--- src/rtl/rv_ctrl_pkg.sv ---
// Shared encodings for the multi-cycle RV32I control path: FSM states,
// opcodes, ALU operation codes and datapath mux selects.
package rv_ctrl_pkg;

  typedef enum logic [3:0] {
    FETCH, DECODE, EXE_R, EXE_I, ALU_WB, MEM_ADR,
    MEM_RD, MEM_WB, MEM_WR, BRANCH, JAL, ERROR
  } state_t;

  // Selects how alu_decoder interprets funct3/funct7b5
  typedef enum logic [1:0] {
    ALU_CLS_ADD, ALU_CLS_SUB, ALU_CLS_R, ALU_CLS_I
  } alu_cls_t;

  localparam logic [6:0] OP_R      = 7'b0110011;
  localparam logic [6:0] OP_I      = 7'b0010011;
  localparam logic [6:0] OP_LOAD   = 7'b0000011;
  localparam logic [6:0] OP_STORE  = 7'b0100011;
  localparam logic [6:0] OP_BRANCH = 7'b1100011;
  localparam logic [6:0] OP_JAL    = 7'b1101111;

  localparam logic [3:0] ALU_AND = 4'b0000;
  localparam logic [3:0] ALU_OR  = 4'b0001;
  localparam logic [3:0] ALU_ADD = 4'b0010;
  localparam logic [3:0] ALU_XOR = 4'b0011;
  localparam logic [3:0] ALU_SLL = 4'b0100;
  localparam logic [3:0] ALU_SRL = 4'b0101;
  localparam logic [3:0] ALU_SUB = 4'b0110;
  localparam logic [3:0] ALU_SLT = 4'b0111;
  localparam logic [3:0] ALU_SRA = 4'b1000;

  localparam logic [1:0] IMM_I = 2'b00;
  localparam logic [1:0] IMM_S = 2'b01;
  localparam logic [1:0] IMM_B = 2'b10;
  localparam logic [1:0] IMM_J = 2'b11;

  localparam logic [1:0] RES_ALU = 2'b00;
  localparam logic [1:0] RES_MEM = 2'b01;
  localparam logic [1:0] RES_PC4 = 2'b10;

endpackage

--- src/rtl/alu_decoder.sv ---
// Combinational ALU operation decode from funct3/funct7b5 and the
// instruction class chosen by the control FSM.
module alu_decoder
  import rv_ctrl_pkg::*;
(
  input  logic [2:0] funct3_i,
  input  logic       funct7b5_i,
  input  alu_cls_t   cls_i,
  output logic [3:0] op_o
);

  // funct7b5 selects SUB only for register-register ops; on I-type it is immediate bits
  always_comb begin
    op_o = ALU_ADD;
    case (cls_i)
      ALU_CLS_SUB: op_o = ALU_SUB;
      ALU_CLS_R, ALU_CLS_I: begin
        case (funct3_i)
          3'b000:  op_o = (cls_i == ALU_CLS_R && funct7b5_i) ? ALU_SUB : ALU_ADD;
          3'b001:  op_o = ALU_SLL;
          3'b010:  op_o = ALU_SLT;
          3'b100:  op_o = ALU_XOR;
          3'b101:  op_o = funct7b5_i ? ALU_SRA : ALU_SRL;
          3'b110:  op_o = ALU_OR;
          3'b111:  op_o = ALU_AND;
          default: op_o = ALU_ADD;
        endcase
      end
      default: op_o = ALU_ADD;
    endcase
  end

endmodule

--- src/rtl/multicycle_ctrl.sv ---
// Multi-cycle control FSM sequencing fetch/decode/execute/memory/writeback
// for the shared RV32I datapath, with stall-capable memory handshakes.
module multicycle_ctrl
  import rv_ctrl_pkg::*;
(
  input  logic       clk,
  input  logic       reset,
  input  logic [6:0] opcode,
  input  logic [2:0] funct3,
  input  logic       funct7b5,
  input  logic       zero,
  input  logic       negative,
  input  logic       imem_valid,
  input  logic       dmem_ack,
  output logic       ir_en,
  output logic       pc_en,
  output logic       pc_src,
  output logic [1:0] imm_src,
  output logic       s,
  output logic [3:0] Operation,
  output logic       rg_wrt_en,
  output logic [1:0] result_src,
  output logic       dmem_req,
  output logic       dmem_we,
  output logic       instr_retired,
  output logic       illegal
);

  state_t   state_q, state_d;
  alu_cls_t alu_cls;

  alu_decoder u_alu_decoder (
    .funct3_i   (funct3),
    .funct7b5_i (funct7b5),
    .cls_i      (alu_cls),
    .op_o       (Operation)
  );

  always_ff @(posedge clk or negedge reset) begin
    if (!reset) state_q <= FETCH;
    else        state_q <= state_d;
  end

  always_comb begin
    state_d       = state_q;
    ir_en         = 1'b0;
    pc_en         = 1'b0;
    pc_src        = 1'b0;
    imm_src       = IMM_I;
    s             = 1'b0;
    alu_cls       = ALU_CLS_ADD;
    rg_wrt_en     = 1'b0;
    result_src    = RES_ALU;
    dmem_req      = 1'b0;
    dmem_we       = 1'b0;
    instr_retired = 1'b0;
    illegal       = 1'b0;

    case (state_q)
      FETCH: begin
        ir_en = imem_valid;
        if (imem_valid) state_d = DECODE;
      end
      DECODE: begin
        case (opcode)
          OP_R:               state_d = EXE_R;
          OP_I:               state_d = EXE_I;
          OP_LOAD, OP_STORE:  state_d = MEM_ADR;
          OP_BRANCH:          state_d = BRANCH;
          OP_JAL:             state_d = JAL;
          default:            state_d = ERROR;
        endcase
      end
      EXE_R: begin
        s       = 1'b1;
        alu_cls = ALU_CLS_R;
        state_d = ALU_WB;
      end
      EXE_I: begin
        alu_cls = ALU_CLS_I;
        state_d = ALU_WB;
      end
      ALU_WB: begin
        rg_wrt_en     = 1'b1;
        pc_en         = 1'b1;
        instr_retired = 1'b1;
        state_d       = FETCH;
      end
      MEM_ADR: begin
        if (opcode == OP_STORE) begin
          imm_src = IMM_S;
          state_d = MEM_WR;
        end else begin
          state_d = MEM_RD;
        end
      end
      MEM_RD: begin
        dmem_req = 1'b1;
        if (dmem_ack) state_d = MEM_WB;
      end
      MEM_WB: begin
        rg_wrt_en     = 1'b1;
        result_src    = RES_MEM;
        pc_en         = 1'b1;
        instr_retired = 1'b1;
        state_d       = FETCH;
      end
      // A store retires in the same cycle the memory acknowledges it
      MEM_WR: begin
        dmem_req = 1'b1;
        dmem_we  = 1'b1;
        imm_src  = IMM_S;
        if (dmem_ack) begin
          pc_en         = 1'b1;
          instr_retired = 1'b1;
          state_d       = FETCH;
        end
      end
      BRANCH: begin
        s             = 1'b1;
        alu_cls       = ALU_CLS_SUB;
        imm_src       = IMM_B;
        pc_en         = 1'b1;
        instr_retired = 1'b1;
        state_d       = FETCH;
        case (funct3)
          3'b000:  pc_src = zero;
          3'b001:  pc_src = ~zero;
          3'b100:  pc_src = negative;
          3'b101:  pc_src = ~negative;
          default: pc_src = 1'b0;
        endcase
      end
      JAL: begin
        imm_src       = IMM_J;
        rg_wrt_en     = 1'b1;
        result_src    = RES_PC4;
        pc_en         = 1'b1;
        pc_src        = 1'b1;
        instr_retired = 1'b1;
        state_d       = FETCH;
      end
      ERROR: illegal = 1'b1;
      default: state_d = FETCH;
    endcase
  end

endmodule
--- config.mk ---
export PLATFORM = sky130hd
export DESIGN_NAME = multicycle_ctrl
export DESIGN_NICKNAME = d
export VERILOG_FILES = /design/src/rtl/rv_ctrl_pkg.sv /design/src/rtl/alu_decoder.sv /design/src/rtl/multicycle_ctrl.sv
export SDC_FILE = /design/constraint.sdc
export NUM_CORES = 1
export LEC_CHECK = 0
export BUFFER_PORTS_ARGS = -buffer_cell sky130_fd_sc_hd__clkbuf_2
export CAP_MARGIN = 20
export CORE_AREA = 5 5 48 50
export DETAILED_ROUTE_END_ITERATION = 10
export DIE_AREA = 0 0 53 55
export PLACE_DENSITY = 0.72
export SLEW_MARGIN = 15
export SYNTH_ARGS = -nofsm -noshare
export SYNTH_HDL_FRONTEND = slang
export SYNTH_SLANG_ARGS = --single-unit
export TNS_END_PERCENT = 20
--- constraint.sdc ---
create_clock -name clk -period 2.7 [get_ports clk]
set_clock_uncertainty 0.05 [all_clocks]
set_input_delay 0.135 -clock clk [delete_from_list [all_inputs] [get_ports clk]]
set_output_delay 0.135 -clock clk [all_outputs]
set_load 0.01 [all_outputs]
# Word level (Yosys, flattened, before mapping)
# Cells that the tools add are included.
# word_totals
reg_bits	4
inputBits	17
out_inout_bits	17
wordCells	68
# op_classes
eq_ne	29
mux	24
bitwise	3
n_reduce_logical	11
# op_table
operator	n
4-bit case mux with 7 select lines	2
4-bit 2-to-1 mux	5
4-bit case mux with 5 select lines	1
4-bit by 3-bit == test with 1-bit output (second input constant)	4
4-bit == test (second input constant)	4
7-bit by 6-bit == test with 1-bit output (second input constant)	2
7-bit == test (second input constant)	2
3-bit == test (second input constant)	4
2-bit OR reduction	5
4-bit by 2-bit == test with 1-bit output (second input constant)	2
1-bit 2-to-1 mux	8
2-bit case mux with 4 select lines	1
4-bit case mux with 2 select lines	1
7-bit by 2-bit == test with 1-bit output (second input constant)	1
7-bit by 5-bit == test with 1-bit output (second input constant)	1
2-bit inequality test (second input constant)	3
2-bit case mux with 3 select lines	1
2-bit == test (second input constant)	2
4-bit by 1-bit == test with 1-bit output (second input constant)	1
4-bit zero test	1
1-bit case mux with 2 select lines	2
1-bit case mux with 4 select lines	1
2-bit case mux with 2 select lines	1
4-bit AND reduction	1
other kinds (9)	11

# Logic depth before layout (Yosys ltp)
# Gate-level depths: netlist of the first run.
# depth
word_depth	7
depth_mapped	6
depth_no_buf	4

# By module
# From an unflattened synthesis of the first run, not the netlist that was laid out.
# hier_totals
hier_cells	88
hier_area_um2	621.8
# modules_own_cells
mod	n_inst	cells_each	area_per_inst_um2	seq_area_each_um2
multicycle_ctrl	1	74	545.5	100.1
alu_decoder	1	14	76.3	0.0

# Least setup slack after synthesis of the first run
# Ideal clock, no wire load.
# synth_path
kind	register to output
start	reg state_q[2]
end	out pc_en
t_arrival_ps	1452
required_ps	2515
slack_ps	1063
stages_incl_launch_ff	6
path_buffers	2
path_cell_list	dfrtp_1 clkbuf_1 nor2b_1 a21oi_1 o21ai_0 buf_4
# synth_between
elab_chain_cells	3
elab_cells_between_ends	7
classes_between	5 x eq/ne; 1 x mux; 1 x reduce/logical
# synth_rtl
item	line	text
from (decl)	multicycle_ctrl.sv:29	state_t state_q, state_d;
from (signal assigned)	multicycle_ctrl.sv:41	else state_q <= state_d;
4-bit == test / 4-bit by 3-bit == test with 1-bit output (equally long branches)	-	
4-bit OR reduction (no line)	-	
1-bit case mux with 2 select lines (*)	-	
to (decl)	multicycle_ctrl.sv:16	output logic pc_en,
# Mark *: on every way between the ends. The rest lies on a longest branch, timed or not.

# Worst setup path in the final report of the first run
# layout_path
start	reg state_q[0]
end	out Operation[2]
# layout_between
elab_chain_cells	7
elab_cells_between_ends	12
classes_between	6 x eq/ne; 4 x mux; 2 x reduce/logical
# layout_rtl
item	line	text
4-bit == test / 4-bit by 2-bit == test with 1-bit output (equally long branches)	multicycle_ctrl.sv:59	case (state_q)
2-bit case mux with 3 select lines (*)	multicycle_ctrl.sv:59	
2-bit == test	alu_decoder.sv:15, alu_decoder.sv:19	
1-bit logical AND	alu_decoder.sv:19	3'b000: op_o = (cls_i == ALU_CLS_R && funct7b5_i) ? ALU_SUB : ALU_ADD;
3-bit 2-to-1 mux	alu_decoder.sv:19	
4-bit case mux with 7 select lines	alu_decoder.sv:18	case (funct3_i)
4-bit case mux with 2 select lines (*)	alu_decoder.sv:15	case (cls_i)
to (decl)	multicycle_ctrl.sv:20	output logic [3:0] Operation,
# Marks and branches as above.

==> impl_table.tex, run 1 <==
\begin{tabular}{lr}
\hline
Metric & Value \\
\hline
\multicolumn{2}{l}{\textbf{Status}} \\
\quad Result of the run & complete, no violations \\
\multicolumn{2}{l}{\textbf{Final layout}} \\
\quad Commonest non-fill, non-tap cells in the layout & clkbuf\_2 (33), nor2\_1 (16), nand2\_1 (8), o21ai\_0 (8), a21oi\_1 (7) \\
\quad Final instance area & between 800 and 900 µm² \\
\quad Final net count & 141 \\
\quad Most flops, register & state\_q \\
\quad Registers with the most flip-flops & state\_q x4 \\
\quad Area used by sequential logic in the layout & 100 µm² \\
\quad Antenna diode count & 0 \\
\quad Fraction of final layout cells with drive strength greater than 1 & 33.6\% \\
\quad Post-route core utilization & 43.2\% \\
\quad Fill cell instance count of the final layout & 213 \\
\quad Leading cell type in the layout, fill and taps excluded & clkbuf\_2 \\
\quad Multi-input gate area & about 470 µm² \\
\quad Number of flip-flops in the largest register & 4 \\
\quad Area growth, synth to finish & 30.4\% \\
\multicolumn{2}{l}{\textbf{Worst setup path}} \\
\quad CP Data Required Time & around 2.5 ns \\
\quad Critical path startpoint category & register \\
\quad List of cells traversed by the critical path & inv\_1 > nor2\_1 > nand2\_1 > o22ai\_1 > clkbuf\_2 \\
\quad Cell at the slowest stage of the critical path & dfrtp\_1 \\
\quad Slowest cell delay on critical path & 0.64 ns \\
\quad Type of element capturing the critical path & output port \\
\quad Category of the critical setup timing path & register to output port \\
\quad Critical path fanouts, max & 17 \\
\quad Combined buffer and inverter count along the critical path & 2 \\
\quad WP data arrival & between 1.5 and 2 ns \\
\quad Largest delay share family, worst path & flip-flops \\
\multicolumn{2}{l}{\textbf{Logic synthesis}} \\
\quad Library cell with the largest summed area after synthesis & dfrtp\_1 \\
\quad Gate count after technology mapping & 93 \\
\quad Prevailing post-synth register cell & dfrtp\_1 \\
\quad Post-synthesis register bit count & 4 \\
\quad Number of synthesized flops with an enable pin & 0 \\
\quad Ranking of synthesized cells by area & dfrtp\_1 (16\%), nor2\_1 (9.7\%), o21ai\_0 (6.5\%) \\
\quad Synth Warn \# & 0 \\
\quad Synth Cell Area & 617 µm² \\
\quad Library cells used by synthesis & 36 \\
\quad Post-Syn Area per Cell & 6.63 µm² \\
\quad Sequential area share after synthesis & 16.2\% \\
\quad Area share of the leading cell type in the synthesized netlist & 16.2\% \\
\quad Post-synthesis net count & 110 \\
\quad Async set-or-reset flop fraction in the synthesized netlist & 100\% \\
\multicolumn{2}{l}{\textbf{Detailed routing}} \\
\quad Starting DRC count in detailed routing & 12 \\
\quad Remaining DRCs & 0 \\
\quad 1st-pass router iterations & 4 \\
\quad WL/cell & approximately 12 µm \\
\quad Remaining antenna violation count & 0 \\
\quad Routed vias/inst & 5.19 \\
\quad Sum of routed wire length over all layers & 1.78 mm \\
\quad Via count & 773 \\
\multicolumn{2}{l}{\textbf{Floorplan}} \\
\quad Die Y-Extent & 55 µm \\
\quad FP Rows & 16 \\
\quad Floorplan die area & roughly 2900 µm² \\
\quad Core area & 1860 µm² \\
\quad Top-level I/O count & 34 \\
\quad Starting density of the core & around 33\% \\
\quad Die X-Extent & 53 µm \\
\multicolumn{2}{l}{\textbf{Place}} \\
\quad DP Wirelength & 1.38 mm \\
\quad RD Place Congestion & 0.779 \\
\quad DP Area & just under 800 µm² \\
\quad I/O Buffers & 33 \\
\multicolumn{2}{l}{\textbf{Clocking}} \\
\quad Buffer depth of the longest clock path & 2 \\
\quad Clock root buffer & clkbuf\_4 \\
\quad H-Tree Depth & 1 \\
\quad Number of clock buffers inserted by TritonCTS & 3 \\
\quad Clk pin slew, worst setup/hold paths & around 0.04 ns \\
\quad Skew-Pair Late Insertion Delay & 0.25 ns \\
\quad Buffers inserted by post-CTS timing repair & 0 \\
\quad Number of sinks handled by clock tree synthesis & 4 \\
\quad CTS tree & built \\
\multicolumn{2}{l}{\textbf{Timing}} \\
\quad Maximum clock frequency & just over 500 MHz \\
\quad Number of setup violations in the final report & 0 \\
\quad Remaining max-slew budget at the tightest pin & approximately 64\% \\
\quad Aggregate negative setup slack & 0 ns \\
\quad Setup repair after global routing missed its margin & false \\
\quad Final hold vios & 0 \\
\quad Slew @ Worst Pin & 0.546 ns \\
\quad Count of final max-slew check failures & 0 \\
\quad Final cycle utilization of the critical path & 72.8\% \\
\quad Crit path time final & about 2.0 ns \\
\multicolumn{2}{l}{\textbf{Global route}} \\
\quad Pin count of the biggest net entering global routing & 21 \\
\quad Routing usage on met3 & 1.34\% \\
\quad Number of antenna violations at the first check in global routing & 0 \\
\quad Met2 routing resource usage after global routing & 21.1\% \\
\quad Met1 global-route usage & 15.9\% \\
\quad Via count of the first global-routing pass & 731 \\
\quad Peak-usage layer in the global routing report & met2 \\
\quad Overall fraction of global-route tracks in use & 13.3\% \\
\quad Global route total overflow & 0 \\
\quad Global-route wire length before repair & 2.89 mm \\
\multicolumn{2}{l}{\textbf{Power and ir drop}} \\
\quad Leakage power summed over all cells & 0.365 nW \\
\quad VDD IR max & 0.321 mV \\
\quad Total Power & 0.000716 W \\
\quad Pwr per Cell Area & 890 nW/µm² \\
\multicolumn{2}{l}{\textbf{Hold path}} \\
\quad Hold/Removal Path Class & input pin to register \\
\multicolumn{2}{l}{\textbf{Run}} \\
\quad Max Cap Violations & 0 \\
\hline
\end{tabular}
## timing repair
| item | in CTS | in global routing |
|---|---|---|
| hold endpoints to repair | 4 | 0 |
| resized for setup | 0 | 0 |
| endpoints found under the setup margin | 0 | 0 |
| hold buffers | 1 | 0 |
## cell type report
type | count | share of cell area [%]
multi-input combinational | 79 | 57.9
timing repair buffer | 34 | 21.8
sequential | 4 | 12.4
tap | 27 | 4.20
clock buffer | 3 | 2.80
inverter | 2 | 0.933
## per-layer routing
layer / part of all wire [%] / up-vias / routed length [µm]
li1: - / 395 / -
met1: 42 / 335 / 748
met2: 46 / 38 / 816
met3: 9.1 / 5 / 161
met4: 2.8 / 0 / 50
met5: 0 / - / 0
## Yosys cell counts, drive strengths merged (3+ instances only)
master  count
a21oi       7
buf         4
clkbuf      4
dfrtp       4
nand2       8
nand2b      5
nand4       3
nor2       16
nor2b       4
nor3        3
o21ai       8
o31ai       3
## kinds of logic (layout without fill, tap and decap cells)
group                  count (synthesis)  after routing  share of synthesized area (%)
AND/OR/NAND/NOR                       50             50                           42.8
multiplexers                           2              2                           3.45
AO/OA/AOI/OAI                         26             26                           27.8
flip-flops                             4              4                           16.2
buffers and inverters                 10             39                           8.32
XOR/XNOR                               1              1                           1.42
## per-stage QoR
step	hold slack, ns	std cells	setup WS (ns)
5_1_grt	0.177	149	0.577
3_5_place_dp	-0.104	145	1.01
6_report	0.151	149	0.733
4_1_cts	0.154	149	0.759
3_3_place_gp	-0.104	145	1.04
2_1_floorplan	-0.211	93	1.06
## worst register-to-register path: cells and delay by family (launching register included)
kind	cells	cell delay, ns
flip-flops	1	0.68
AO/OA/AOI/OAI	2	0.50
AND/OR/NAND/NOR	2	0.38
## final timing paths
path / start / end / slack [ns] / cells after the start
worst max-delay path: state_q[0] / Operation[2] / 0.73 / 5
worst min-delay path: opcode[5] / state_q[3] / 0.15 / 3
worst max register to register: state_q[1] / state_q[1] / 1.00 / 4
worst min register to register: state_q[3] / state_q[1] / 0.66 / 1
max in group asynchronous: reset / state_q[3] / 2.28 / 2
min in group asynchronous: reset / state_q[0] / 0.18 / 2
## report_power, final
part | switching [W] | total (W) | internal (W)
clock | 0.0000294 | 0.0000794 | 0.0000500
sequential | 0.0000969 | 0.000183 | 0.0000862
combinational | 0.000254 | 0.000454 | 0.000200
No activity file was read; power rests on OpenSTA's default activity.
==> run 2: changes to the inputs <==
--- a/config.mk
+++ b/config.mk
@@ -10,7 +10,7 @@
 export CORE_AREA = 5 5 48 50
 export DETAILED_ROUTE_END_ITERATION = 10
 export DIE_AREA = 0 0 53 55
-export PLACE_DENSITY = 0.72
+export PLACE_DENSITY = 0.75
 export SLEW_MARGIN = 15
 export SYNTH_ARGS = -nofsm -noshare
 export SYNTH_HDL_FRONTEND = slang
==> constraint.sdc (replaced) <==
create_clock -name clk -period 1.73 [get_ports clk]
set_clock_uncertainty 0.05 [all_clocks]
set_input_delay 0.0865 -clock clk [delete_from_list [all_inputs] [get_ports clk]]
set_output_delay 0.0865 -clock clk [all_outputs]
set_load 0.01 [all_outputs]
==> run 2 against run 1 <==
Routed wire length increased by 1.4%. Global-route usage hardly changed. Combinational power up 85%. Count of clock-buffer cells in the layout unchanged. Cell area grew 5.1%. Final cell count up 2.7%. Worst setup slack got worse by 0.64 ns. Sequential cell count unchanged. Worst hold slack lost 0.057 ns. Largest power group unchanged. Critical endpoint is now Operation[1]. Critical path type unchanged.
==> impl_table.tex, run 2 (synthesized netlist as in run 1, its figures left out) <==
\begin{tabular}{lr}
\hline
Metric & Value \\
\hline
\multicolumn{2}{l}{\textbf{Detailed routing}} \\
\quad Starting DRC count in detailed routing & 23 (was 12) \\
\quad Sum of routed wire length over all layers & 1.80 mm (was 1.78 mm) \\
\quad Remaining DRCs & 0 (unchanged) \\
\quad WL/cell & 11.8 µm (was 11.9 µm) \\
\quad Via count & 792 (was 773) \\
\quad Routed vias/inst & 5.18 (was 5.19) \\
\quad 1st-pass router iterations & 4 (unchanged) \\
\quad Remaining antenna violation count & 0 (unchanged) \\
\multicolumn{2}{l}{\textbf{Hold path}} \\
\quad Hold/Removal Path Class & input pin to register (unchanged) \\
\multicolumn{2}{l}{\textbf{Floorplan}} \\
\quad Die Y-Extent & 55 µm (unchanged) \\
\quad Die X-Extent & 53 µm (unchanged) \\
\quad Top-level I/O count & 34 (unchanged) \\
\quad Floorplan die area & 2920 µm² (unchanged) \\
\quad Core area & 1860 µm² (unchanged) \\
\quad FP Rows & 16 (unchanged) \\
\quad Starting density of the core & 33.1\% (unchanged) \\
\multicolumn{2}{l}{\textbf{Final layout}} \\
\quad Registers with the most flip-flops & state\_q x4 (unchanged) \\
\quad Antenna diode count & 0 (unchanged) \\
\quad Post-route core utilization & 45.4\% (was 43.2\%) \\
\quad Multi-input gate area & 474 µm² (was 465 µm²) \\
\quad Area growth, synth to finish & 37.1\% (was 30.4\%) \\
\quad Leading cell type in the layout, fill and taps excluded & clkbuf\_2 (unchanged) \\
\quad Number of flip-flops in the largest register & 4 (unchanged) \\
\quad Fill cell instance count of the final layout & 201 (was 213) \\
\quad Most flops, register & state\_q (unchanged) \\
\quad Area used by sequential logic in the layout & 103 µm² (was 100 µm²) \\
\quad Final net count & 145 (was 141) \\
\quad Commonest non-fill, non-tap cells in the layout & clkbuf\_2 (33), nor2\_1 (16), nand2\_1 (8), o21ai\_0 (8), a21oi\_1 (7) (unchanged) \\
\quad Fraction of final layout cells with drive strength greater than 1 & 38.9\% (was 33.6\%) \\
\multicolumn{2}{l}{\textbf{Timing}} \\
\quad Slew @ Worst Pin & 0.324 ns (was 0.546 ns) \\
\quad Crit path time final & 1.64 ns \\
\quad Maximum clock frequency & 611 MHz \\
\quad Remaining max-slew budget at the tightest pin & 77.8\% (was 63.6\%) \\
\quad Setup repair after global routing missed its margin & true (was false) \\
\quad Final hold vios & 0 (unchanged) \\
\quad Count of final max-slew check failures & 0 (unchanged) \\
\quad Final cycle utilization of the critical path & 94.7\% \\
\quad Number of setup violations in the final report & 0 (unchanged) \\
\quad Worst hold margin & 0.0940 ns (was 0.151 ns) \\
\multicolumn{2}{l}{\textbf{Worst setup path}} \\
\quad Critical path startpoint category & register (unchanged) \\
\quad Critical path fanouts, max & 12 (was 17) \\
\quad CP Data Required Time & 1.59 ns (was 2.52 ns) \\
\quad WP data arrival & 1.50 ns (was 1.78 ns) \\
\quad Flop-to-flop setup slack & 0.26 ns (was 1.00 ns) \\
\quad Type of element capturing the critical path & output port (unchanged) \\
\quad Category of the critical setup timing path & register to output port (unchanged) \\
\quad List of cells traversed by the critical path & nor2\_1 > nand2\_1 > or2\_2 > clkbuf\_2 (was inv\_1 > nor2\_1 > nand2\_1 > o22ai\_1 > clkbuf\_2) \\
\quad Cell at the slowest stage of the critical path & dfrtp\_2 (was dfrtp\_1) \\
\quad Slowest cell delay on critical path & 0.48 ns (was 0.64 ns) \\
\multicolumn{2}{l}{\textbf{Place}} \\
\quad I/O Buffers & 33 (unchanged) \\
\quad RD Place Congestion & 0.865 (was 0.779) \\
\quad DP Wirelength & 1.46 mm (was 1.38 mm) \\
\multicolumn{2}{l}{\textbf{Global route}} \\
\quad Number of antenna violations at the first check in global routing & 0 (unchanged) \\
\quad Pin count of the biggest net entering global routing & 19 (was 21) \\
\quad Global-route wire length before repair & 2.91 mm (was 2.89 mm) \\
\quad Via count of the first global-routing pass & 738 (was 731) \\
\quad Overall fraction of global-route tracks in use & 13.2\% (was 13.3\%) \\
\quad Global route total overflow & 0 (unchanged) \\
\multicolumn{2}{l}{\textbf{Power and ir drop}} \\
\quad Pwr per Cell Area & 1410 nW/µm² (was 890 nW/µm²) \\
\quad VDD IR max & 0.464 mV (was 0.321 mV) \\
\quad Leakage power summed over all cells & 0.384 nW (was 0.365 nW) \\
\multicolumn{2}{l}{\textbf{Clocking}} \\
\quad Skew-Pair Late Insertion Delay & 0.24 ns (was 0.25 ns) \\
\quad Buffers inserted by post-CTS timing repair & 0 (unchanged) \\
\quad Number of clock buffers inserted by TritonCTS & 3 (unchanged) \\
\quad Buffer depth of the longest clock path & 2 (unchanged) \\
\quad Clk pin slew, worst setup/hold paths & 0.03 ns (was 0.04 ns) \\
\quad Clock root buffer & clkbuf\_4 (unchanged) \\
\quad Number of sinks handled by clock tree synthesis & 4 (unchanged) \\
\quad CTS tree & built (unchanged) \\
\quad H-Tree Depth & 1 (unchanged) \\
\multicolumn{2}{l}{\textbf{Status}} \\
\quad Result of the run & complete, no violations (unchanged) \\
\multicolumn{2}{l}{\textbf{Run}} \\
\quad Max Cap Violations & 0 (unchanged) \\
\hline
\end{tabular}
## run 2: changes by cell type in the layout (fill, tap and decap cells not counted), sizes merged
cell / before / now
buf: 0 / 4
## run 2: worst paths after layout
path	from	end	cells past startpoint
max	state_q[3]	Operation[1]	4
max in group asynchronous	reset	state_q[3]	2
max reg2reg	state_q[0]	state_q[1]	4
min	opcode[5]	state_q[3]	3
min reg2reg	state_q[2]	state_q[2]	1
min in group asynchronous	reset	state_q[0]	2
## run 2: cell type report
| cell class | count | share of cell area [%] |
|---|---|---|
| clock buffer | 3 | 2.66 |
| inverter | 2 | 0.888 |
| multi-input combinational | 79 | 56.1 |
| sequential | 4 | 12.1 |
| tap | 27 | 3.99 |
| timing repair buffer | 38 | 24.3 |
## run 2: layer usage
metal	wire, µm	global-route usage (%)	vias up
li1	-	-	402
met1	746	16.5	346
met2	833	21.5	42
met3	192	2.41	2
met4	27	7.66	0
met5	0	0	-
## run 2: critical path, delay by kind of cell, from the launching register on
| family | cells | cell delay (ns) |
|---|---|---|
| flip-flops | 1 | 0.48 |
| buffers and inverters | 1 | 0.13 |
| AND/OR/NAND/NOR | 3 | 0.65 |
## run 2: what timing repair did
| item | in CTS | in global routing |
|---|---|---|
| endpoints found under the hold margin | 4 | 0 |
| hold buffers | 1 | 0 |
| setup endpoints to repair | 2 | 6 |
| gates resized for setup | 1 | 3 |
## run 2: power breakdown
part           switching (W)  internal [W]  leakage, nW  total (W)
sequential         0.0000900      0.000141       0.0489   0.000231
clock              0.0000435     0.0000779       0.0138   0.000121
combinational       0.000474      0.000368        0.321   0.000842
total               0.000608      0.000587        0.384    0.00119
## run 2: stage by stage
| stage | setup TNS (ns) | total power [W] | setup slack (ns) | instances | instance area, µm² |
|---|---|---|---|---|---|
| floorplan | 0 | 0.000800 | 0.142 | 93 | 617 |
| global placement | 0 | 0.00106 | 0.223 | 149 | 802 |
| detailed placement | 0 | 0.00106 | 0.222 | 149 | 802 |
| CTS | 0 | 0.00120 | 0.0306 | 153 | 837 |
| global route | -0.0284 | 0.00131 | -0.0140 | 153 | 846 |
| finish | 0 | 0.00119 | 0.0924 | 153 | 846 |
==> run 3: changes to the inputs <==
--- a/config.mk
+++ b/config.mk
@@ -10,7 +10,8 @@
 export CORE_AREA = 5 5 48 50
 export DETAILED_ROUTE_END_ITERATION = 10
 export DIE_AREA = 0 0 53 55
-export PLACE_DENSITY = 0.75
+export HOLD_SLACK_MARGIN = 0.08
+export PLACE_DENSITY = 0.67
 export SLEW_MARGIN = 15
 export SYNTH_ARGS = -nofsm -noshare
 export SYNTH_HDL_FRONTEND = slang
==> run 3 against run 2 <==
Routed wire length up 1.6%. Combinational power increased by 3.9%. Non-clock buffer count unchanged. Utilization down 0.067 points. Final cell count did not move. Critical path type unchanged. Largest cell class unchanged.
==> impl_table.tex, run 3 (synthesized netlist as in run 1, its figures left out) <==
\begin{tabular}{lr}
\hline
Metric & Value \\
\hline
\multicolumn{2}{l}{\textbf{Status}} \\
\quad Result of the run & complete, no violations (unchanged) \\
\multicolumn{2}{l}{\textbf{Power and ir drop}} \\
\quad Power share of the sequential group & 18.2\% (was 19.3\%) \\
\quad Pwr per Cell Area & 1440 nW/µm² (was 1410 nW/µm²) \\
\quad VDD IR max & 0.504 mV (was 0.464 mV) \\
\quad Leakage power summed over all cells & 0.383 nW (was 0.384 nW) \\
\quad Int Power & 0.000592 W (was 0.000587 W) \\
\quad Switching Power & 0.000621 W (was 0.000608 W) \\
\quad Total Power & 0.00121 W (was 0.00119 W) \\
\quad Switching Share & 51.2\% (was 50.9\%) \\
\quad Clock share of power & 9.8\% (was 10.2\%) \\
\quad Logic pwr share & 72.1\% (was 70.5\%) \\
\multicolumn{2}{l}{\textbf{Global route}} \\
\quad Pin count of the biggest net entering global routing & 19 (unchanged) \\
\quad Via count of the first global-routing pass & 738 (unchanged) \\
\quad Overall fraction of global-route tracks in use & 14.3\% (was 13.2\%) \\
\quad Peak-usage layer in the global routing report & met2 (unchanged) \\
\quad Global-route wire length before repair & 3.04 mm (was 2.91 mm) \\
\quad Number of antenna violations at the first check in global routing & 0 (unchanged) \\
\quad Met2 routing resource usage after global routing & 21.1\% (was 21.5\%) \\
\quad Global route total overflow & 0 (unchanged) \\
\quad Met1 global-route usage & 18.0\% (was 16.5\%) \\
\quad Routing usage on met3 & 4.83\% (was 2.41\%) \\
\multicolumn{2}{l}{\textbf{Clocking}} \\
\quad Number of clock buffers inserted by TritonCTS & 3 (unchanged) \\
\quad Clk pin slew, worst setup/hold paths & 0.04 ns (was 0.03 ns) \\
\quad Skew-Pair Late Insertion Delay & 0.24 ns (about the same) \\
\quad Number of sinks handled by clock tree synthesis & 4 (unchanged) \\
\quad H-Tree Depth & 1 (unchanged) \\
\quad Buffers inserted by post-CTS timing repair & 0 (unchanged) \\
\quad CTS tree & built (unchanged) \\
\quad Buffer depth of the longest clock path & 2 (unchanged) \\
\quad Clock root buffer & clkbuf\_4 (unchanged) \\
\multicolumn{2}{l}{\textbf{Floorplan}} \\
\quad Top-level I/O count & 34 (unchanged) \\
\quad Die Y-Extent & 55 µm (unchanged) \\
\quad FP Rows & 16 (unchanged) \\
\quad Die X-Extent & 53 µm (unchanged) \\
\quad Starting density of the core & 33.1\% (unchanged) \\
\quad Floorplan die area & 2920 µm² (unchanged) \\
\quad Core area & 1860 µm² (unchanged) \\
\multicolumn{2}{l}{\textbf{Timing}} \\
\quad Aggregate negative setup slack & 0 ns (unchanged) \\
\quad Count of final max-slew check failures & 0 (unchanged) \\
\quad Setup repair after global routing missed its margin & false (was true) \\
\quad Crit path time final & 1.64 ns (about the same) \\
\quad Smallest setup slack after layout & 0.0939 ns (was 0.0924 ns) \\
\quad Number of setup violations in the final report & 0 (unchanged) \\
\quad Remaining max-slew budget at the tightest pin & 76.0\% (was 77.8\%) \\
\quad Slew @ Worst Pin & 0.352 ns (was 0.324 ns) \\
\quad Maximum clock frequency & 611 MHz (about the same) \\
\quad Final cycle utilization of the critical path & 94.6\% (was 94.7\%) \\
\quad Worst hold margin & 0.102 ns (was 0.0940 ns) \\
\quad Final hold vios & 0 (unchanged) \\
\multicolumn{2}{l}{\textbf{Final layout}} \\
\quad Most flops, register & state\_q (unchanged) \\
\quad Area growth, synth to finish & 36.9\% (was 37.1\%) \\
\quad Fraction of final layout cells with drive strength greater than 1 & 39.7\% (was 38.9\%) \\
\quad Antenna diode count & 0 (unchanged) \\
\quad Fin cells & 153 (unchanged) \\
\quad Final net count & 145 (unchanged) \\
\quad Commonest non-fill, non-tap cells in the layout & clkbuf\_2 (33), nor2\_1 (14), nand2\_1 (8), a21oi\_1 (7), o21ai\_0 (7) (was clkbuf\_2 (33), nor2\_1 (16), nand2\_1 (8), o21ai\_0 (8), a21oi\_1 (7)) \\
\quad Registers with the most flip-flops & state\_q x4 (unchanged) \\
\quad Number of flip-flops in the largest register & 4 (unchanged) \\
\quad Leading cell type in the layout, fill and taps excluded & clkbuf\_2 (unchanged) \\
\multicolumn{2}{l}{\textbf{Detailed routing}} \\
\quad Routed vias/inst & 5.24 (was 5.18) \\
\quad Starting DRC count in detailed routing & 23 (unchanged) \\
\quad 1st-pass router iterations & 4 (unchanged) \\
\quad Remaining DRCs & 0 (unchanged) \\
\quad Sum of routed wire length over all layers & 1.83 mm (was 1.80 mm) \\
\quad Remaining antenna violation count & 0 (unchanged) \\
\quad Via count & 801 (was 792) \\
\quad WL/cell & 11.9 µm (was 11.8 µm) \\
\multicolumn{2}{l}{\textbf{Worst setup path}} \\
\quad Critical R2R Launch & state\_q[0] (unchanged) \\
\quad Category of the critical setup timing path & register to output port (unchanged) \\
\quad WP data arrival & 1.50 ns (about the same) \\
\quad Worst-case reg-to-reg path depth & 5 (was 4) \\
\quad CP Data Required Time & 1.59 ns (about the same) \\
\quad Reg2Reg Capture Point & state\_q[1] (unchanged) \\
\quad Cell at the slowest stage of the critical path & dfrtp\_2 (unchanged) \\
\quad List of cells traversed by the critical path & buf\_4 > nor2\_2 > nor2\_1 > a21oi\_1 > o21ai\_0 > clkbuf\_2 (was nor2\_1 > nand2\_1 > or2\_2 > clkbuf\_2) \\
\quad Launching element of the worst setup path & state\_q[0] (was state\_q[3]) \\
\quad Critical path startpoint category & register (unchanged) \\
\quad Largest delay share family, worst path & flip-flops (was simple AND/OR/NAND/NOR gates) \\
\quad Type of element capturing the critical path & output port (unchanged) \\
\quad Flop-to-flop setup slack & 0.23 ns (was 0.26 ns) \\
\quad Combined buffer and inverter count along the critical path & 2 (was 1) \\
\quad Slowest cell delay on critical path & 0.44 ns (was 0.48 ns) \\
\quad Critical path fanouts, max & 12 (unchanged) \\
\multicolumn{2}{l}{\textbf{Hold path}} \\
\quad Startpoint of the most critical hold path & opcode[5] (unchanged) \\
\quad Hold/Removal Path Class & input pin to register (unchanged) \\
\quad Worst hold path cell count & 3 (unchanged) \\
\quad Sink of the worst hold path & state\_q[3] (unchanged) \\
\multicolumn{2}{l}{\textbf{Place}} \\
\quad DP Wirelength & 1.51 mm (was 1.46 mm) \\
\quad Count of placed standard cells including taps & 149 (unchanged) \\
\quad I/O Buffers & 33 (unchanged) \\
\quad Worst-case setup slack after placement & 0.216 ns (was 0.222 ns) \\
\quad RD Place Congestion & 0.859 (was 0.865) \\
\multicolumn{2}{l}{\textbf{Run}} \\
\quad Max Cap Violations & 0 (unchanged) \\
\hline
\end{tabular}
run 3: worst max-delay path by stage:
| stage | to | slack [ns] | depth (start not counted) |
|---|---|---|---|
| 6_report | instr_retired | 0.09 | 6 |
| 5_1_grt | instr_retired | 0.006 | 5 |
| 2_1_floorplan | pc_en | 0.14 | 5 |
| 4_1_cts | instr_retired | 0.009 | 4 |
| 3_3_place_gp | state_q[1] | 0.26 | 5 |
| 3_5_place_dp | state_q[1] | 0.22 | 5 |
run 3: timing repair:
action                                 4_1_cts  5_1_grt
hold buffers                                 1        0
resized for setup                            0        6
endpoints found under the hold margin        4        0
setup endpoints to repair                    0        8
run 3: routing by layer:
layer / routed length (µm) / vias to the layer above / part of all wire (%)
li1: - / 399 / -
met1: 801 / 364 / 44
met2: 869 / 36 / 48
met3: 136 / 2 / 7.4
met4: 21 / 0 / 1.1
met5: 0 / - / 0
run 3: final cells by class:
class                   count  area (µm²)
fillers                   205        1020
multi-input cells          79         473
repair buffers             38         205
flip-flops and latches      4         103
well taps                  27        33.8
clock buffers               3        22.5
inverters                   2        7.51
run 3: worst reg2reg max path, delay by kind of cell, from the launching register on:
| family | cells | cell delay (ns) |
|---|---|---|
| compound gates | 2 | 0.50 |
| buf+inv | 1 | 0.19 |
| flops | 1 | 0.44 |
| simple gates | 2 | 0.23 |
run 3: per-stage QoR:
step / area, µm² / utilization [%]
after floorplan: 617 / -
after global placement: 802 / 43.1
after detailed placement: 802 / 43.1
after CTS: 835 / 44.8
after global routing: 845 / 45.4
final: 845 / 45.4
run 3: power by group through the flow:
stage | clock network [W] | logic [W] | registers (W)
after CTS | 0.000120 | 0.000864 | 0.000211
after floorplan | 0 | 0.000635 | 0.000165
after global placement | 0 | 0.000849 | 0.000206
after global routing | 0.000130 | 0.000969 | 0.000231
after detailed placement | 0 | 0.000858 | 0.000211
final | 0.000118 | 0.000875 | 0.000220
